$ cat src/rtl/ahb_bus_arbiter.sv
// Round-robin AHB bus arbiter: one-hot grant, owner index and lock indication,
// with burst/lock tracking so ownership never moves mid-burst or mid-lock.
module ahb_bus_arbiter #(
  parameter int NUM_MASTERS    = 4,
  parameter int DEFAULT_MASTER = 0,
  parameter int MASTER_W       = 4
) (
  input  logic                   HCLK,
  input  logic                   HRESETn,
  input  logic [NUM_MASTERS-1:0] HBUSREQ,
  input  logic [NUM_MASTERS-1:0] HLOCK,
  input  logic                   HREADY,
  input  logic [1:0]             HTRANS,
  input  logic [2:0]             HBURST,
  input  logic [1:0]             HRESP,
  output logic [NUM_MASTERS-1:0] HGRANT,
  output logic [MASTER_W-1:0]    HMASTER,
  output logic                   HMASTLOCK
);

  localparam logic [1:0] TRANS_NONSEQ = 2'b10;
  localparam logic [1:0] TRANS_SEQ    = 2'b11;
  localparam logic [1:0] RESP_OKAY    = 2'b00;

  localparam logic [MASTER_W-1:0]    DEF_IDX   = MASTER_W'(DEFAULT_MASTER);
  localparam logic [MASTER_W-1:0]    DEF_PTR   = MASTER_W'((DEFAULT_MASTER + 1) % NUM_MASTERS);
  localparam logic [NUM_MASTERS-1:0] DEF_GRANT = NUM_MASTERS'(1) << DEFAULT_MASTER;

  logic [NUM_MASTERS-1:0] grant_q, grant_d;
  logic [MASTER_W-1:0]    master_q, master_d;
  logic                   mastlock_q, mastlock_d;
  logic [3:0]             beats_q, beats_d;
  logic [MASTER_W-1:0]    rr_ptr_q, rr_ptr_d;

  logic                   owner_lock_s;
  logic                   hold_s;
  logic [NUM_MASTERS-1:0] req_rot_s;
  logic                   found_s;
  logic [MASTER_W-1:0]    winner_s;
  logic [MASTER_W-1:0]    grant_idx_s;
  logic                   grant_lock_s;

  // Remaining SEQ beats after a NONSEQ of the given fixed-length burst type.
  function automatic logic [3:0] burst_beats(input logic [2:0] burst);
    logic [3:0] n;
    case (burst)
      3'b010, 3'b011: n = 4'd3;
      3'b100, 3'b101: n = 4'd7;
      3'b110, 3'b111: n = 4'd15;
      default:        n = 4'd0;
    endcase
    return n;
  endfunction

  // Beat counter; a non-OKAY first response cycle aborts the burst.
  always_comb begin
    beats_d = beats_q;
    if (!HREADY && (HRESP != RESP_OKAY)) begin
      beats_d = 4'd0;
    end else if (HREADY) begin
      case (HTRANS)
        TRANS_NONSEQ: beats_d = burst_beats(HBURST);
        TRANS_SEQ:    beats_d = (beats_q != 4'd0) ? (beats_q - 4'd1) : beats_q;
        default:      beats_d = beats_q;
      endcase
    end else begin
      beats_d = beats_q;
    end
  end

  // Hold condition: burst in flight or current owner keeping a locked request.
  always_comb begin
    owner_lock_s = 1'b0;
    for (int i = 0; i < NUM_MASTERS; i++) begin
      if (master_q == MASTER_W'(i)) begin
        owner_lock_s = HLOCK[i] & HBUSREQ[i];
      end else begin
        owner_lock_s = owner_lock_s;
      end
    end
    hold_s = (beats_d != 4'd0) || owner_lock_s;
  end

  // Round-robin search: rotate requests so bit 0 is the rr_ptr position.
  always_comb begin
    int idx;
    req_rot_s = NUM_MASTERS'({HBUSREQ, HBUSREQ} >> rr_ptr_q);
    found_s   = 1'b0;
    winner_s  = DEF_IDX;
    idx       = 0;
    for (int i = 0; i < NUM_MASTERS; i++) begin
      if (!found_s && req_rot_s[i]) begin
        found_s = 1'b1;
        idx     = int'(rr_ptr_q) + i;
        if (idx >= NUM_MASTERS) begin
          idx = idx - NUM_MASTERS;
        end else begin
          idx = idx;
        end
        winner_s = MASTER_W'(idx);
      end else begin
        found_s = found_s;
      end
    end
  end

  // Grant and pointer update.
  always_comb begin
    int nxt;
    grant_d  = grant_q;
    rr_ptr_d = rr_ptr_q;
    nxt      = int'(winner_s) + 1;
    if (nxt >= NUM_MASTERS) begin
      nxt = 0;
    end else begin
      nxt = nxt;
    end
    if (!hold_s) begin
      for (int i = 0; i < NUM_MASTERS; i++) begin
        grant_d[i] = (winner_s == MASTER_W'(i));
      end
      if (found_s) begin
        rr_ptr_d = MASTER_W'(nxt);
      end else begin
        rr_ptr_d = rr_ptr_q;
      end
    end else begin
      grant_d  = grant_q;
      rr_ptr_d = rr_ptr_q;
    end
  end

  // Ownership follows the registered grant, but only when the data phase completes.
  always_comb begin
    grant_idx_s  = DEF_IDX;
    grant_lock_s = 1'b0;
    for (int i = 0; i < NUM_MASTERS; i++) begin
      if (grant_q[i]) begin
        grant_idx_s  = MASTER_W'(i);
        grant_lock_s = HLOCK[i];
      end else begin
        grant_idx_s = grant_idx_s;
      end
    end
    if (HREADY) begin
      master_d   = grant_idx_s;
      mastlock_d = grant_lock_s;
    end else begin
      master_d   = master_q;
      mastlock_d = mastlock_q;
    end
  end

  // State registers with synchronous active-low reset.
  always_ff @(posedge HCLK) begin
    if (!HRESETn) begin
      grant_q    <= DEF_GRANT;
      master_q   <= DEF_IDX;
      mastlock_q <= 1'b0;
      beats_q    <= 4'd0;
      rr_ptr_q   <= DEF_PTR;
    end else begin
      grant_q    <= grant_d;
      master_q   <= master_d;
      mastlock_q <= mastlock_d;
      beats_q    <= beats_d;
      rr_ptr_q   <= rr_ptr_d;
    end
  end

  assign HGRANT    = grant_q;
  assign HMASTER   = master_q;
  assign HMASTLOCK = mastlock_q;

endmodule
$ cat config.mk
export PLATFORM = sky130hd
export DESIGN_NAME = ahb_bus_arbiter
export DESIGN_NICKNAME = d
export VERILOG_FILES = /design/src/rtl/ahb_bus_arbiter.sv
export SDC_FILE = /design/constraint.sdc
export NUM_CORES = 1
export LEC_CHECK = 0
export CORE_UTILIZATION = 31
export CTS_CLUSTER_DIAMETER = 30
export DETAILED_ROUTE_END_ITERATION = 7
export GPL_ROUTABILITY_DRIVEN = 0
export PLACE_DENSITY = 0.51
export SETUP_SLACK_MARGIN = 0.4
export SYNTH_ARGS = -nofsm -noshare
export SYNTH_HDL_FRONTEND = slang
export SYNTH_SLANG_ARGS = --single-unit
$ cat constraint.sdc
create_clock -name HCLK -period 4.4 [get_ports HCLK]
set_clock_uncertainty 0.2 [all_clocks]
set_input_delay 1.32 -clock HCLK [delete_from_list [all_inputs] [get_ports HCLK]]
set_output_delay 1.32 -clock HCLK [all_outputs]
set_load 0.005 [all_outputs]
[After elaboration in Yosys (flattened, before gate mapping)]
Index checks and enable logic that the tools add are counted.
Word-level totals
  register bits after elaboration: 17
  input bits: 18
  output and inout bits: 9
  word-level logic and storage cells: 86
Cells by class
  $add $sub $neg: 9
  order comparisons: 5
  equal/unequal tests: 14
  shift operators: 1
  multiplexer cells: 29
  bitwise operators: 5
  reductions and logical operators: 18
Operators by type and width (count)
  two-way mux 4 bit: 14
  greater-or-equal comparator 5 x 3 -> 1 bit (second input constant): 4
  equality test 4 x 2 -> 1 bit (second input constant): 4
  subtractor 4 x 3 -> 4 bit (second input constant): 4
  two-way mux 1 bit: 13
  equality test 3 bit (second input constant): 4
  one-hot mux 4 bit (3 select lines): 1
  adder 4 x 1 -> 5 bit (second input constant): 2
  adder 4 x 2 -> 5 bit (second input constant): 2
  equality test 4 x 1 -> 1 bit (second input constant): 2
  logical NOT 4 bit: 2
  one-hot mux 4 bit (2 select lines): 1
  nonzero test 4 bit: 2
  >> shifter 8 x 4 -> 4 bit: 1
  equality test 3 x 2 -> 1 bit (second input constant): 2
  OR reduction 2 bit: 3
  AND 1 bit: 4
  equality test 2 bit (second input constant): 2
  greater-or-equal comparator 4 x 3 -> 1 bit (second input constant): 1
  logical AND 1 bit: 4
  logical NOT 1 bit: 4
  subtractor 4 x 1 -> 4 bit (second input constant): 1
  AND reduction 2 bit: 1
  nonzero test 2 bit: 1
  2 further kinds: 2

[Longest topological paths before layout]
Gate-level depths: netlist of run 1.
  depth after elaboration: 14
  gate-level depth with buffers: 13
  depth with buffers taken out: 12

[Least setup slack after synthesis of run 1]
Ideal clock, no wire load.
  kind: input to register
  from: input port HBUSREQ[0]
  to: register rr_ptr_q[0]
  library setup time: 0.142 ns
  arrival: 3.030 ns
  required time: 4.058 ns
  slack: 1.028 ns
  stages: 8
  path buffers: 0
  cell sequence: or3b_2 -> a21oi_1 -> o21bai_1 -> a211oi_1 -> o21ai_1 -> ha_1 -> mux2i_1 -> o311ai_2
Between the ends
  word-level cells in the longest chain between the ends: 14
  elaborated cells on any way between the ends: 26
  classes of those cells: add/sub (1); order compare (1); shift (1); mux (13); bitwise (2); reduce/logical (8)
Ends and longest elaborated chain
  start: declaration: line 10  | input logic [NUM_MASTERS-1:0] HBUSREQ,
  >> shifter 8 x 4 -> 4 bit: line 87  | req_rot_s = NUM_MASTERS'({HBUSREQ, HBUSREQ} >> rr_ptr_q);
  two-way mux 1 bit: line 92  | if (!found_s && req_rot_s[i]) begin
  logical NOT 1 bit: line 92
  logical AND 1 bit: line 92
  two-way mux 1 bit: line 92
  logical NOT 1 bit: line 92
  logical AND 1 bit: line 92
  two-way mux 1 bit: line 92
  logical NOT 1 bit: line 92
  logical AND 1 bit: line 92
  two-way mux 4 bit: line 92
  adder 4 x 1 -> 5 bit: line 112  | nxt = int'(winner_s) + 1;
  greater-or-equal comparator 5 x 3 -> 1 bit: line 113  | if (nxt >= NUM_MASTERS) begin
  two-way mux 4 bit: line 113
  end signal: assignment: line 167  | rr_ptr_q <= rr_ptr_d;
  end: declaration: line 33  | logic [MASTER_W-1:0] rr_ptr_q, rr_ptr_d;
Parallel ways exist; a longest one is shown, timed or not.
A chain may end at the register's enable or synchronous reset.

[Worst setup path after layout of run 1]
  from: input port HBUSREQ[0]
  to: register grant_q[1] (netlist: HGRANT[1])
Between the ends
  word-level cells in the longest chain between the ends: 12
  elaborated cells on any way between the ends: 21
  classes of those cells: eq/ne (1); shift (1); mux (11); bitwise (1); reduce/logical (7)
Ends and longest elaborated chain
  >> shifter 8 x 4 -> 4 bit: line 87
  two-way mux 1 bit: line 92
  logical NOT 1 bit: line 92
  logical AND 1 bit: line 92
  two-way mux 1 bit: line 92
  logical NOT 1 bit: line 92
  logical AND 1 bit: line 92
  two-way mux 1 bit: line 92
  logical NOT 1 bit: line 92
  logical AND 1 bit: line 92
  two-way mux 4 bit: line 92
  equality test 4 x 1 -> 1 bit: line 120  | grant_d[i] = (winner_s == MASTER_W'(i));
  end signal: assignment: line 163  | grant_q <= grant_d;
  end: declaration: line 29  | logic [NUM_MASTERS-1:0] grant_q, grant_d;
Parallel ways exist; a longest one is shown, timed or not.

==> results.sh, run 1 <==
export IMPL_end_kind="flip-flop"
export IMPL_synth_enable_flop_cells=0
export IMPL_crit_chain="clkdlybuf4s50_1 -> nand3b_1 -> and2_1 -> a2bb2oi_1 -> or4_1 -> o21ai_1 -> buf_4 -> inv_1 -> ha_1 -> a22oi_1 -> nor2b_1"
export IMPL_slowest_delay_ns=0.58
export IMPL_fin_cells=305
export IMPL_setup_violations=0
export IMPL_fmax_ghz=0.260
export IMPL_drv_slew=0
export IMPL_path_clk_slew_ns=0.06
export IMPL_path_class="in2reg"
export IMPL_post_drt_wl_per_cell_um=13.1
export IMPL_ir_drop_uv=237
export IMPL_route_vias_total=1577
export IMPL_synthToLayoutAreaGrowth_pct=21.8
export IMPL_drc=0
export IMPL_rsz0062_at_grt="no"
export IMPL_grt_pass1_vias=1330
export IMPL_firstDrtPassIters=4
export IMPL_cts_path_max_buffers=2
export IMPL_min_period_over_period_pct=87.3
export IMPL_ys_async_sr_fraction_pct=0
export IMPL_critical_path_startpoint_type="primary input"
export IMPL_synthFlopType="dfxtp_1"
export IMPL_die_area_mm2=0.00566
export IMPL_cts_root_buf="clkbuf_8"
export IMPL_nets=272
export IMPL_multi_input_area_mm2=0.00126
export IMPL_worst_pin_slew_ns=0.783
export IMPL_worstHoldPathType="reg2reg"
export IMPL_cts_htree_levels=1
export IMPL_dp_hpwl_mm=3.01
export IMPL_grt_max_degree=23
export IMPL_design_area_mm2=0.00202
export IMPL_grt_first_pass_wirelength_mm=6.37
export IMPL_avgSynthCellArea_um2=7.91
export IMPL_ys_types=61
export IMPL_core_mm2=0.00514
export IMPL_dpl_cell_area_mm2=0.00197
export IMPL_synth_top_cell_area_share_pct=18.1
export IMPL_cp_slowest_cell="clkdlybuf4s50_1"
export IMPL_drt_iter0_markers=39
export IMPL_pre_cts_ws_ns=0.296
export IMPL_fin_crit_ns=3.84
export IMPL_finalWirelength_mm=4.01
export IMPL_drive_gt1_share_pct=12.3
export IMPL_power_leakage_nw=0.840
export IMPL_synthTopCellsByCount="ha_1 (18), a21oi_1 (17), dfxtp_1 (15)"
export IMPL_fillCellCount=538
export IMPL_cts_buffers=3
export IMPL_seq_area_frac_synth_pct=18.1
export IMPL_fp_dieH_um=75.2
export IMPL_initial_core_util_pct=32.3
export IMPL_worst_endpoint_arrival_ns=3.77
export IMPL_synth_top_area_cell="dfxtp_1"
export IMPL_fp_row_count=26
export IMPL_grt_total_usage_pct=14.5
export IMPL_critPathRequiredTime_ns=4.33
export IMPL_worst_path_max_fanout=6
export IMPL_diodes=0
export IMPL_fp_dieW_um=75.2
export IMPL_ys_seq_elements=15
export IMPL_via_per_inst=5.17
export IMPL_synth_area_mm2=0.00166
export IMPL_numPortBuffers=23
export IMPL_antenna_found_initial=0
export IMPL_finalHoldViolCount=0
export IMPL_clock_sinks=15
export IMPL_grt_overflow_total=0
export IMPL_slew_headroom_pct=47.8
export IMPL_tns_ns=0
export IMPL_status="complete, no violations"
export IMPL_place_inst=301
export IMPL_final_setup_worst_slack_ns=0.559
export IMPL_ys_warn_count=0
export IMPL_netlist_instances=210
export IMPL_ys_top_cells_by_area="dfxtp_1 (18%), ha_1 (14%), a21oi_1 (5.1%), o21ai_0 (3.9%), mux2i_1 (3.6%)"
export IMPL_drt_antenna_violating_nets=0
export IMPL_postCtsHoldBufs=0
export IMPL_cts_tree="yes"
export IMPL_drv_cap=0
export IMPL_io_pins=27
export IMPL_seq_area_um2=300
export IMPL_worstSkewPairLatency_ns=0.25
export IMPL_p_per_area_mw_per_mm2=372
export IMPL_yosysMostFrequentCell="ha_1"
## placed cells by master (no fill, tap or decap), drive strengths merged, types with 3 or more instances in the layout
| cell type | synthesis | final |
|---|---|---|
| clkdlybuf4s50 | 0 | 22 |
| ha | 18 | 18 |
| a21oi | 17 | 17 |
| dfxtp | 15 | 15 |
| o21ai | 14 | 14 |
| nand2 | 13 | 13 |
| inv | 12 | 12 |
| nor2 | 10 | 10 |
| buf | 8 | 7 |
| nand3b | 6 | 6 |
| and2 | 6 | 6 |
| mux2i | 6 | 6 |
| nand2b | 6 | 6 |
| nand3 | 5 | 5 |
| a211oi | 5 | 5 |
| nor3 | 4 | 4 |
| a22oi | 4 | 4 |
| nor2b | 4 | 4 |
| a21boi | 4 | 4 |
| xnor2 | 3 | 3 |
| clkbuf | 2 | 3 |
| and2b | 3 | 3 |
| and3 | 3 | 3 |
## flip-flops by register name, summed over array words and instances (netlist names)
name       cells
HGRANT         4
HMASTER        2
rr_ptr_q       4
HMASTLOCK      1
beats_q        4
## final timing paths
path               startpoint   endpoint  slack, ns  cells past startpoint
setup / recovery   HBUSREQ[0]  HGRANT[1]       0.56                     11
hold / removal      HMASTLOCK  HMASTLOCK       0.29                      1
setup reg to reg  rr_ptr_q[1]  HGRANT[1]       1.09                     12
hold reg to reg     HMASTLOCK  HMASTLOCK       0.29                      1
## critical path: cells and delay by family
family / cells / cell delay (ns)
buffers and inverters: 3 / 0.80
AND/OR/NAND/NOR: 4 / 0.95
adder cells (fa/ha/maj): 1 / 0.19
AO/OA/AOI/OAI: 3 / 0.52
## metal layers
metal	wire length [µm]	GRT usage, %	part of all wire (%)
met5	0	0	0
met4	0	0.617	0
met3	136	3.08	3.4
met2	1680	21.1	42
met1	2190	22.7	55
## logic make-up (layout without fill, tap and decap cells)
| family | after synthesis | after routing | synth area share (%) |
|---|---|---|---|
| simple gates | 75 | 75 | 27.0 |
| flops | 15 | 15 | 18.1 |
| fa+ha+maj | 18 | 18 | 13.6 |
| compound gates | 67 | 67 | 27.4 |
| other cells | 1 | 2 | 0.226 |
| xor+xnor | 4 | 4 | 2.11 |
| mux | 8 | 8 | 4.97 |
| buf+inv | 22 | 46 | 6.70 |
## report_power, final
| part | switching (mW) | internal [mW] | total, mW |
|---|---|---|---|
| clock network | 0.0490 | 0.0626 | 0.112 |
| registers | 0.0567 | 0.159 | 0.215 |
| logic | 0.214 | 0.212 | 0.426 |
| total | 0.319 | 0.434 | 0.753 |
## per-stage QoR
stage / power [mW] / hold slack, ns / utilization (%)
after floorplan: 0.495 / 0.277 / -
after global placement: 0.638 / 0.270 / 38.3
after detailed placement: 0.633 / 0.273 / 38.3
after CTS: 0.747 / 0.293 / 39.2
after global routing: 0.822 / 0.309 / 39.4
final: 0.753 / 0.292 / 39.4
## what timing repair did
action                     CTS  global route
gates resized for setup      0             3
setup endpoints to repair    0             1
buffers inserted             0             0
## layout make-up
class	count	share of cell area [%]
clock buffers	3	2.04
clock inverters	1	0.247
inverters	12	2.22
multi-input cells	174	62.2
flip-flops and latches	15	14.8
well taps	70	4.33
repair buffers	30	14.1
Note: power is estimated with default switching activity, not from simulation.
==> inputs of run 2 (changes only) <==
ABC_AREA = 1   (was default)
PLACE_DENSITY = 0.52   (was 0.51)
==> results.sh, run 2 <==
export IMPL_synth_area_mm2=0.00157
export IMPL_fp_dieW_um=73.1
export IMPL_nets=307
export IMPL_io_pins=27
export IMPL_cts_root_buf="clkbuf_8"
export IMPL_tns_ns=0
export IMPL_post_drt_wl_per_cell_um=10.7
export IMPL_end_kind="flip-flop"
export IMPL_fmax_ghz=0.291
export IMPL_seq_area_frac_synth_pct=19.2
export IMPL_drive_gt1_share_pct=10.7
export IMPL_clock_sinks=15
export IMPL_numPortBuffers=23
export IMPL_worstHoldPathType="reg2reg"
export IMPL_drt_antenna_violating_nets=0
export IMPL_worstSkewPairLatency_ns=0.24
export IMPL_grt_first_pass_wirelength_mm=6.46
export IMPL_drv_slew=0
export IMPL_power_leakage_nw=0.928
export IMPL_grt_max_degree=14
export IMPL_cts_buffers=3
export IMPL_worst_pin_slew_ns=0.558
export IMPL_synth_top_area_cell="dfxtp_1"
export IMPL_slew_headroom_pct=62.8
export IMPL_postCtsHoldBufs=0
export IMPL_avgSynthCellArea_um2=6.34
export IMPL_path_class="in2reg"
export IMPL_critical_path_startpoint_type="primary input"
export IMPL_p_per_area_mw_per_mm2=449
export IMPL_cts_path_max_buffers=2
export IMPL_drt_iter0_markers=34
export IMPL_synthTopCellsByCount="nand2_1 (62), inv_1 (30), nand3_1 (28)"
export IMPL_netlist_instances=247
export IMPL_yosysMostFrequentCell="nand2_1"
export IMPL_drv_cap=0
export IMPL_layout_common_cells="nand2_1 (62), inv_1 (30), nand3_1 (28), clkdlybuf4s50_1 (23)"
export IMPL_path_clk_slew_ns=0.06
export IMPL_via_per_inst=4.55
export IMPL_critPathRequiredTime_ns=4.37
export IMPL_layout_commonest_cell="nand2_1"
export IMPL_ys_types=34
export IMPL_fillCellCount=523
export IMPL_grt_overflow_total=0
export IMPL_design_area_mm2=0.00189
export IMPL_synth_top_cell_area_share_pct=19.2
export IMPL_die_area_mm2=0.00534
export IMPL_worst_endpoint_arrival_ns=3.41
export IMPL_cts_htree_levels=1
export IMPL_fin_crit_ns=3.43
export IMPL_synth_enable_flop_cells=0
export IMPL_finalHoldViolCount=0
export IMPL_post_cts_setup_buffers=0
export IMPL_ir_drop_uv=190
export IMPL_worst_path_max_fanout=5
export IMPL_diodes=0
export IMPL_synthToLayoutAreaGrowth_pct=20.5
export IMPL_ys_async_sr_fraction_pct=0
export IMPL_drc=0
export IMPL_place_inst=333
export IMPL_route_vias_total=1533
export IMPL_grt_total_usage_pct=15.3
export IMPL_ys_warn_count=0
export IMPL_fp_dieH_um=73.1
export IMPL_synthFlopType="dfxtp_1"
export IMPL_grt_pass1_vias=1514
export IMPL_core_mm2=0.00479
export IMPL_setup_violations=0
export IMPL_dpl_cell_area_mm2=0.00184
export IMPL_fp_row_count=25
export IMPL_fin_cells=337
export IMPL_initial_core_util_pct=32.7
export IMPL_finalWirelength_mm=3.61
export IMPL_post_cts_resized=0
export IMPL_ys_top_cells_by_area="dfxtp_1 (19%), nand2_1 (15%), ha_1 (14%), nand3_1 (9.0%), inv_1 (7.2%)"
export IMPL_cts_tree="yes"
export IMPL_firstDrtPassIters=4
export IMPL_rsz0062_at_grt="no"
export IMPL_antenna_found_initial=0
export IMPL_min_period_over_period_pct=78.0
export IMPL_status="complete, no violations"
export IMPL_ys_seq_elements=15
export IMPL_dp_hpwl_mm=2.98
-- run 2: cell count changes in the layout (fill, tap and decap cells not counted), moves of 6 or more --
cell / delta
and2_1: -6
nand2_1: +49
nor2_1: +8
inv_1: +18
nand3_1: +23
buf_4: -7
-- run 2: final cells by class --
type	instances	area (µm²)	area share, %
Clock buffer	3	41.3	2.19
Clock inverter	1	5.00	0.265
Inverter	38	150	7.96
Multi-Input combinational cell	190	1080	57.0
Sequential cell	15	300	15.9
Tap cell	67	83.8	4.44
Timing Repair Buffer	23	230	12.2
-- run 2: metrics by stage --
step	hold slack, ns	utilization, %	worst slack, ns	total power [mW]
3_5_place_dp	0.305	38.5	0.712	0.749
4_1_cts	0.330	39.4	0.955	0.861
3_3_place_gp	0.320	38.5	0.720	0.749
5_1_grt	0.379	39.4	0.721	0.945
6_report	0.334	39.4	0.969	0.848
2_1_floorplan	0.283	-	1.56	0.610
-- run 2: cell families after synthesis --
kind of cell | after synthesis | share of synthesized area (%)
xor+xnor | 4 | 2.24
buf+inv | 43 | 12.3
other cells | 1 | 0.240
compound gates | 43 | 16.5
flops | 15 | 19.2
fa+ha+maj | 18 | 14.4
simple gates | 123 | 35.2
-- run 2: worst max-delay path, stage by stage --
cell             delay [ns]
clkdlybuf4s50_1        0.56
nand3_1                0.12
nand2_1                0.09
nand2_1                0.05
a21oi_1                0.18
inv_1                  0.09
nor2_2                 0.15
nor2_1                 0.06
nor2_2                 0.19
ha_1                   0.23
nand3_1                0.08
nand2_1                0.08
nand3_1                0.07
o21ai_1                0.12
-- run 2: routing by layer --
metal  vias to the layer above  GRT usage, %  routed length, µm
li1                        846             -                  -
met1                       665          20.8               1940
met2                        18          26.3               1580
met3                         4         0.829                 50
met4                         0          3.27                 30
met5                         -             0                  0
-- run 2: power breakdown --
group	switching [mW]	internal [mW]	total [mW]	leakage [nW]
clock network	0.0471	0.0625	0.110	0.0255
logic	0.331	0.210	0.540	0.779
registers	0.0401	0.158	0.198	0.123
-- run 2: final timing paths --
check | slack, ns | end | cells after the start | from
worst max-delay path | 0.97 | rr_ptr_q[0] | 14 | HBUSREQ[0]
worst min-delay path | 0.33 | HGRANT[0] | 2 | HGRANT[0]
worst min register to register | 0.33 | HGRANT[0] | 2 | HGRANT[0]
worst max register to register | 1.51 | rr_ptr_q[0] | 17 | rr_ptr_q[1]
